--- config.mk ---
export PLATFORM = sky130hd
export DESIGN_NAME = ecc_dec_40_33
export DESIGN_NICKNAME = d
export VERILOG_FILES = /design/src/rtl/ecc_dec_40_33.sv
export SDC_FILE = /design/constraint.sdc
export NUM_CORES = 1
export LEC_CHECK = 0
export CAP_MARGIN = 20
export CORE_ASPECT_RATIO = 0.9
export CORE_MARGIN = 8
export CORE_UTILIZATION = 52
export CTS_BUF_LIST = sky130_fd_sc_hd__clkbuf_16
export DETAILED_ROUTE_END_ITERATION = 8
export GPL_TIMING_DRIVEN = 1
export PLACE_DENSITY = 0.8
export SYNTH_ARGS = -nofsm -noshare
export SYNTH_HDL_FRONTEND = slang
export SYNTH_SLANG_ARGS = --single-unit
--- constraint.sdc ---
create_clock -name clk -period 2.3 [get_ports clk]
set_clock_uncertainty 0.15 [all_clocks]
set_input_delay 0.345 -clock clk [delete_from_list [all_inputs] [get_ports clk]]
set_output_delay 0.345 -clock clk [all_outputs]
set_load 0.01 [all_outputs]
--- src/rtl/ecc_dec_40_33.sv ---
// Three-stage SECDED decoder for 40-bit codewords carrying 33 data bits.
// It corrects single-bit errors, flags double-bit errors and keeps saturating event counters.
module ecc_dec_40_33 #(
  parameter bit          PINVERT   = 1'b1,
  parameter int unsigned CNT_WIDTH = 16
) (
  input  logic                 clk,
  input  logic                 arst_n,
  input  logic                 din_valid,
  input  logic [39:0]          din,
  output logic                 dout_valid,
  output logic [32:0]          dout,
  output logic                 err_corr,
  output logic                 err_uncorr,
  output logic [6:0]           syndrome,
  input  logic                 cnt_clr,
  output logic [CNT_WIDTH-1:0] corr_cnt,
  output logic [CNT_WIDTH-1:0] uncorr_cnt
);

  localparam logic [CNT_WIDTH-1:0] CNT_ONE = 1;

  // Returns {S[5:0], E}. Each codeword bit feeds E and every S bit set in its position.
  function automatic logic [6:0] calc_syndrome(input logic [39:0] cw);
    logic [5:0] s;
    logic       e;
    logic [5:0] pos;
    s = {6{PINVERT}};
    e = PINVERT;
    for (int unsigned i = 0; i < 40; i++) begin
      pos = i[5:0];
      e   = e ^ cw[pos];
      s   = s ^ ({6{cw[pos]}} & pos);
    end
    return {s, e};
  endfunction

  // Data occupies every position that is not zero and not a power of two, ascending.
  function automatic logic [32:0] extract_data(input logic [39:0] cw);
    logic [32:0] d;
    logic [5:0]  j;
    d = '0;
    j = '0;
    for (int unsigned i = 0; i < 40; i++) begin
      if ((i & (i - 1)) != 0) begin
        d[j] = cw[i[5:0]];
        j    = j + 6'd1;
      end
    end
    return d;
  endfunction

  logic                 s1_valid_q, s1_valid_d;
  logic [39:0]          s1_cw_q, s1_cw_d;
  logic                 s2_valid_q, s2_valid_d;
  logic [39:0]          s2_cw_q, s2_cw_d;
  logic [6:0]           s2_syn_q, s2_syn_d;
  logic                 dout_valid_q, dout_valid_d;
  logic [32:0]          dout_q, dout_d;
  logic                 err_corr_q, err_corr_d;
  logic                 err_uncorr_q, err_uncorr_d;
  logic [6:0]           syndrome_q, syndrome_d;
  logic [CNT_WIDTH-1:0] corr_cnt_q, corr_cnt_d;
  logic [CNT_WIDTH-1:0] uncorr_cnt_q, uncorr_cnt_d;

  logic [5:0]  s3_s;
  logic        s3_e;
  logic        fix_corr;
  logic        fix_uncorr;
  logic [39:0] cw_fixed;

  always_comb begin
    s1_valid_d = din_valid;
    s1_cw_d    = din;

    s2_valid_d = s1_valid_q;
    s2_cw_d    = s1_cw_q;
    s2_syn_d   = calc_syndrome(s1_cw_q);

    s3_s       = s2_syn_q[6:1];
    s3_e       = s2_syn_q[0];
    fix_corr   = s3_e && (s3_s <= 6'd39);
    fix_uncorr = (s3_e && (s3_s >= 6'd40)) || (!s3_e && (s3_s != '0));
    // Position 0 is the overall parity bit, so S==0 with E==1 flips only p0.
    cw_fixed   = fix_corr ? (s2_cw_q ^ (40'd1 << s3_s)) : s2_cw_q;

    dout_valid_d = s2_valid_q;
    dout_d       = extract_data(cw_fixed);
    err_corr_d   = s2_valid_q & fix_corr;
    err_uncorr_d = s2_valid_q & fix_uncorr;
    syndrome_d   = s2_valid_q ? s2_syn_q : '0;

    corr_cnt_d   = corr_cnt_q;
    uncorr_cnt_d = uncorr_cnt_q;
    if (cnt_clr) begin
      corr_cnt_d   = '0;
      uncorr_cnt_d = '0;
    end else begin
      if (dout_valid_q && err_corr_q && (corr_cnt_q != '1))
        corr_cnt_d = corr_cnt_q + CNT_ONE;
      if (dout_valid_q && err_uncorr_q && (uncorr_cnt_q != '1))
        uncorr_cnt_d = uncorr_cnt_q + CNT_ONE;
    end
  end

  always_ff @(posedge clk or negedge arst_n) begin
    if (!arst_n) begin
      s1_valid_q   <= 1'b0;
      s1_cw_q      <= '0;
      s2_valid_q   <= 1'b0;
      s2_cw_q      <= '0;
      s2_syn_q     <= '0;
      dout_valid_q <= 1'b0;
      dout_q       <= '0;
      err_corr_q   <= 1'b0;
      err_uncorr_q <= 1'b0;
      syndrome_q   <= '0;
      corr_cnt_q   <= '0;
      uncorr_cnt_q <= '0;
    end else begin
      s1_valid_q   <= s1_valid_d;
      s1_cw_q      <= s1_cw_d;
      s2_valid_q   <= s2_valid_d;
      s2_cw_q      <= s2_cw_d;
      s2_syn_q     <= s2_syn_d;
      dout_valid_q <= dout_valid_d;
      dout_q       <= dout_d;
      err_corr_q   <= err_corr_d;
      err_uncorr_q <= err_uncorr_d;
      syndrome_q   <= syndrome_d;
      corr_cnt_q   <= corr_cnt_d;
      uncorr_cnt_q <= uncorr_cnt_d;
    end
  end

  assign dout_valid = dout_valid_q;
  assign dout       = dout_q;
  assign err_corr   = err_corr_q;
  assign err_uncorr = err_uncorr_q;
  assign syndrome   = syndrome_q;
  assign corr_cnt   = corr_cnt_q;
  assign uncorr_cnt = uncorr_cnt_q;

endmodule

==> results.md <==
### Place
• area after detailed placement: 7661 µm²
• PortBufs: 118
• routability congestion estimate: 0.8619
• Detail Placement HPWL: 9.749 mm

### Worst setup path
• data required time of the worst path: 2440 ps
• critical path data arrival time: 2290 ps
• critical path class: reg2reg
• highest net fanout along the worst path: 10
• sort of element at the start of the critical path: flip-flop
• element type at the critical path end: flip-flop

### Die
• boundary pin count: 119
• initial standard-cell utilization of the core: 0.5239
• die boundary width: 131.4 µm
• die outline height: 119.8 µm
• Core ar.: 11890 µm²
• die outline area: 15740 µm²
• row count: 38

### Drt
• routed via count: 4017
• final WL: 13.15 mm
• number of DRC markers in iteration 0: 415
• number of iterations in the first detailed-routing pass: 4
• DR DRC count: 0
• average wire length per cell after detail routing: 16.56 µm
• final antenna-violating net count: 0
• per-cell via count in the routed design: 5.059

### Layout
• Register Area: 3929 µm²
• Layout Utilization: 0.6928
• number of fillers in the final layout: 817
• number of inserted diodes: 0
• area delta synth->final: 32.25%
• total number of nets in the final design: 667
• fraction of final layout cells sized beyond drive strength 1: 0.07886
• Design Area, Final: 8235 µm²
• multi-input logic area: 2231 µm²

### Timing
• unrepaired setup endpoints after global routing: false
• Tmin final: 2150 ps
• Hold Worst Slack: 208.0 ps
• Final Setup Violations: 0
• Hold Violations, Final: 0
• highest achievable clock rate: 0.4651 GHz
• worst slew pin tran: 587.9 ps
• number of slew-limit violations in the final report: 0
• Relative slew margins: 0.5979
• Sum Neg Setup Slack: 0 ps
• part of the cycle the worst path needs: 0.9347

### Yosys
• Mean Syn Cell Area: 12.81 µm²
• top-area cell type share of the netlist area: 0.6309
• number of enable flip-flop cells after synthesis: 0
• cell area after synthesis: 6227 µm²
• library cell with the largest summed area after synthesis: sky130_fd_sc_hd__dfrtp_1
• cell with the most instances after synthesis: sky130_fd_sc_hd__dfrtp_1
• number of warnings issued by yosys: 0
• net count after synthesis: 532
• portion of the post-synthesis area used by sequential elements: 0.6309
• synthesis-stage register bit count: 157
• share of synthesized flip-flops with an asynchronous set or reset: 1.000
• most used flip-flop cell after synthesis: sky130_fd_sc_hd__dfrtp_1
• Mapped Cells: 486
• synth cell count leaders: sky130_fd_sc_hd__dfrtp_1 (157), sky130_fd_sc_hd__xnor2_1 (92), sky130_fd_sc_hd__nor2_1 (50)
• cell types occupying the most area after synthesis: sky130_fd_sc_hd__dfrtp_1 (63%), sky130_fd_sc_hd__xnor2_1 (13%), sky130_fd_sc_hd__xor2_1 (4.6%)
• count of unique library cells instantiated by Yosys: 39

### Global route
• pin count of the biggest net entering global routing: 61
• number of antenna violations at the first check in global routing: 0
• number of global-route vias before repair: 4324
• GRT Total Usage: 0.1752
• grt total ovfl: 0
• first-pass GRT wire length: 22.00 mm

### Clock tree
• worst skew pair latency: 420 ps
• number of buffers created by CTS: 17
• maximum level of the CTS H-tree: 4
• CTS Sinks: 157
• Clock Root Buffer: sky130_fd_sc_hd__clkbuf_16
• TritonCTS clock tree: done
• clock buffer depth: 2
• clock transition time at the flip-flop clock pins of the worst setup and hold paths: 60 ps
• Resized Gates After CTS: 0

### Power
• Leak: 3.384 nW
• switching power as a share of total power: 0.2829
• net load switching power: 2.060 mW
• clock share of power: 0.365
• PD cells: 884.3 nW/µm²
• Comb power frac: 0.182
• VDD IR max: 817.9 µV
• internal power summed over all cells: 5.223 mW
• register share of total power: 0.453

### Hold path
• class of the most critical hold timing path: reg2reg

### Run status
• outcome: completed

### Flow run
• Max-Cap Viols: 0

cell type report:
type,instances,area share
Multi-Input combinational cell,312,0.2709
Sequential cell,157,0.4771
Clock inverter,15,0.01686
Tap cell,160,0.02431
Clock buffer,17,0.05166
Inverter,3,0.001367
Timing Repair Buffer,130,0.1579
cells by family (layout without fill, tap and decap cells):
group	after synthesis	after routing	synth area share
flops	157	157	0.6309
simple gates	151	151	0.1210
xor+xnor	130	130	0.1941
compound gates	27	27	0.03596
buf+inv	17	165	0.01085
fa+ha+maj	2	2	0.004018
mux	2	2	0.003215
cells in the final DEF, fill, tap and decap left out, drive strengths merged, types with 7 or more instances in the layout:
master / n
dfrtp: 157
clkdlybuf4s50: 117
xnor2: 92
nor2: 50
xor2: 33
nand3: 22
nand2: 19
clkbuf: 17
nand4: 13
buf: 12
nor3: 10
inv: 10
and2: 9
a211oi: 8
a21oi: 7
per-stage QoR:
step                      instances  total power, mW  worst slack, ps
after detailed placement        761            4.676            168.9
final                           794            7.283            150.1
after CTS                       794            7.345            146.6
after global placement          761            4.637            216.9
after floorplan                 486            4.075            205.3
after global routing            794            7.614            49.34
critical path: stages (launching register included):
cell and delay, ps:
sky130_fd_sc_hd__dfrtp_1 430, sky130_fd_sc_hd__ha_1 270, sky130_fd_sc_hd__and3_1 200, sky130_fd_sc_hd__and3_1 300
sky130_fd_sc_hd__a21oi_1 400, sky130_fd_sc_hd__mux2i_1 230, sky130_fd_sc_hd__nor2_1 50
final timing paths:
| path | from | to | slack (ps) | cells past startpoint |
|---|---|---|---|---|
| min in group asynchronous | arst_n | s2_cw_q[24] | 300 | 2 |
| min | s1_valid_q | dout_valid_d | 210 | 0 |
| min reg2reg | s1_valid_q | dout_valid_d | 210 | 0 |
| max | corr_cnt[0] | corr_cnt[1] | 150 | 6 |
| max reg2reg | corr_cnt[0] | corr_cnt[1] | 150 | 6 |
| max in group asynchronous | arst_n | s1_cw_q[5] | 1080 | 3 |
power by group through the flow:
stage          combinational [mW]  clock, mW  sequential (mW)
2_1_floorplan               0.836          0             3.24
3_3_place_gp                 1.30          0             3.33
3_5_place_dp                 1.33          0             3.34
4_1_cts                      1.35       2.70             3.30
5_1_grt                      1.44       2.83             3.34
6_report                     1.33       2.66             3.30
repair_timing:
| item | in CTS | in global routing |
|---|---|---|
| hold buffers | 1 | 0 |
| hold endpoints to repair | 38 | 0 |
| buffers inserted | 0 | 0 |
per-layer routing:
| layer | vias to the layer above | track usage | share of wire |
|---|---|---|---|
| li1 | 1895 | - | - |
| met3 | 10 | 0.05848 | 0.065 |
| met2 | 139 | 0.2946 | 0.50 |
| met1 | 1973 | 0.2137 | 0.43 |
| met4 | 0 | 0.04731 | 0.0088 |
| met5 | - | 0 | 0 |
registers in the layout, summed over array words and instances, names as in the netlist:
name	cells
s1_cw_q	40
dout	33
s2_cw_q	33
corr_cnt	16
uncorr_cnt	16
s2_syn_q	7
syndrome	7
dout_valid	1
dout_valid_d	1
err_corr	1
err_uncorr	1
s1_valid_q	1
Power figures use the tool's default switching activity.
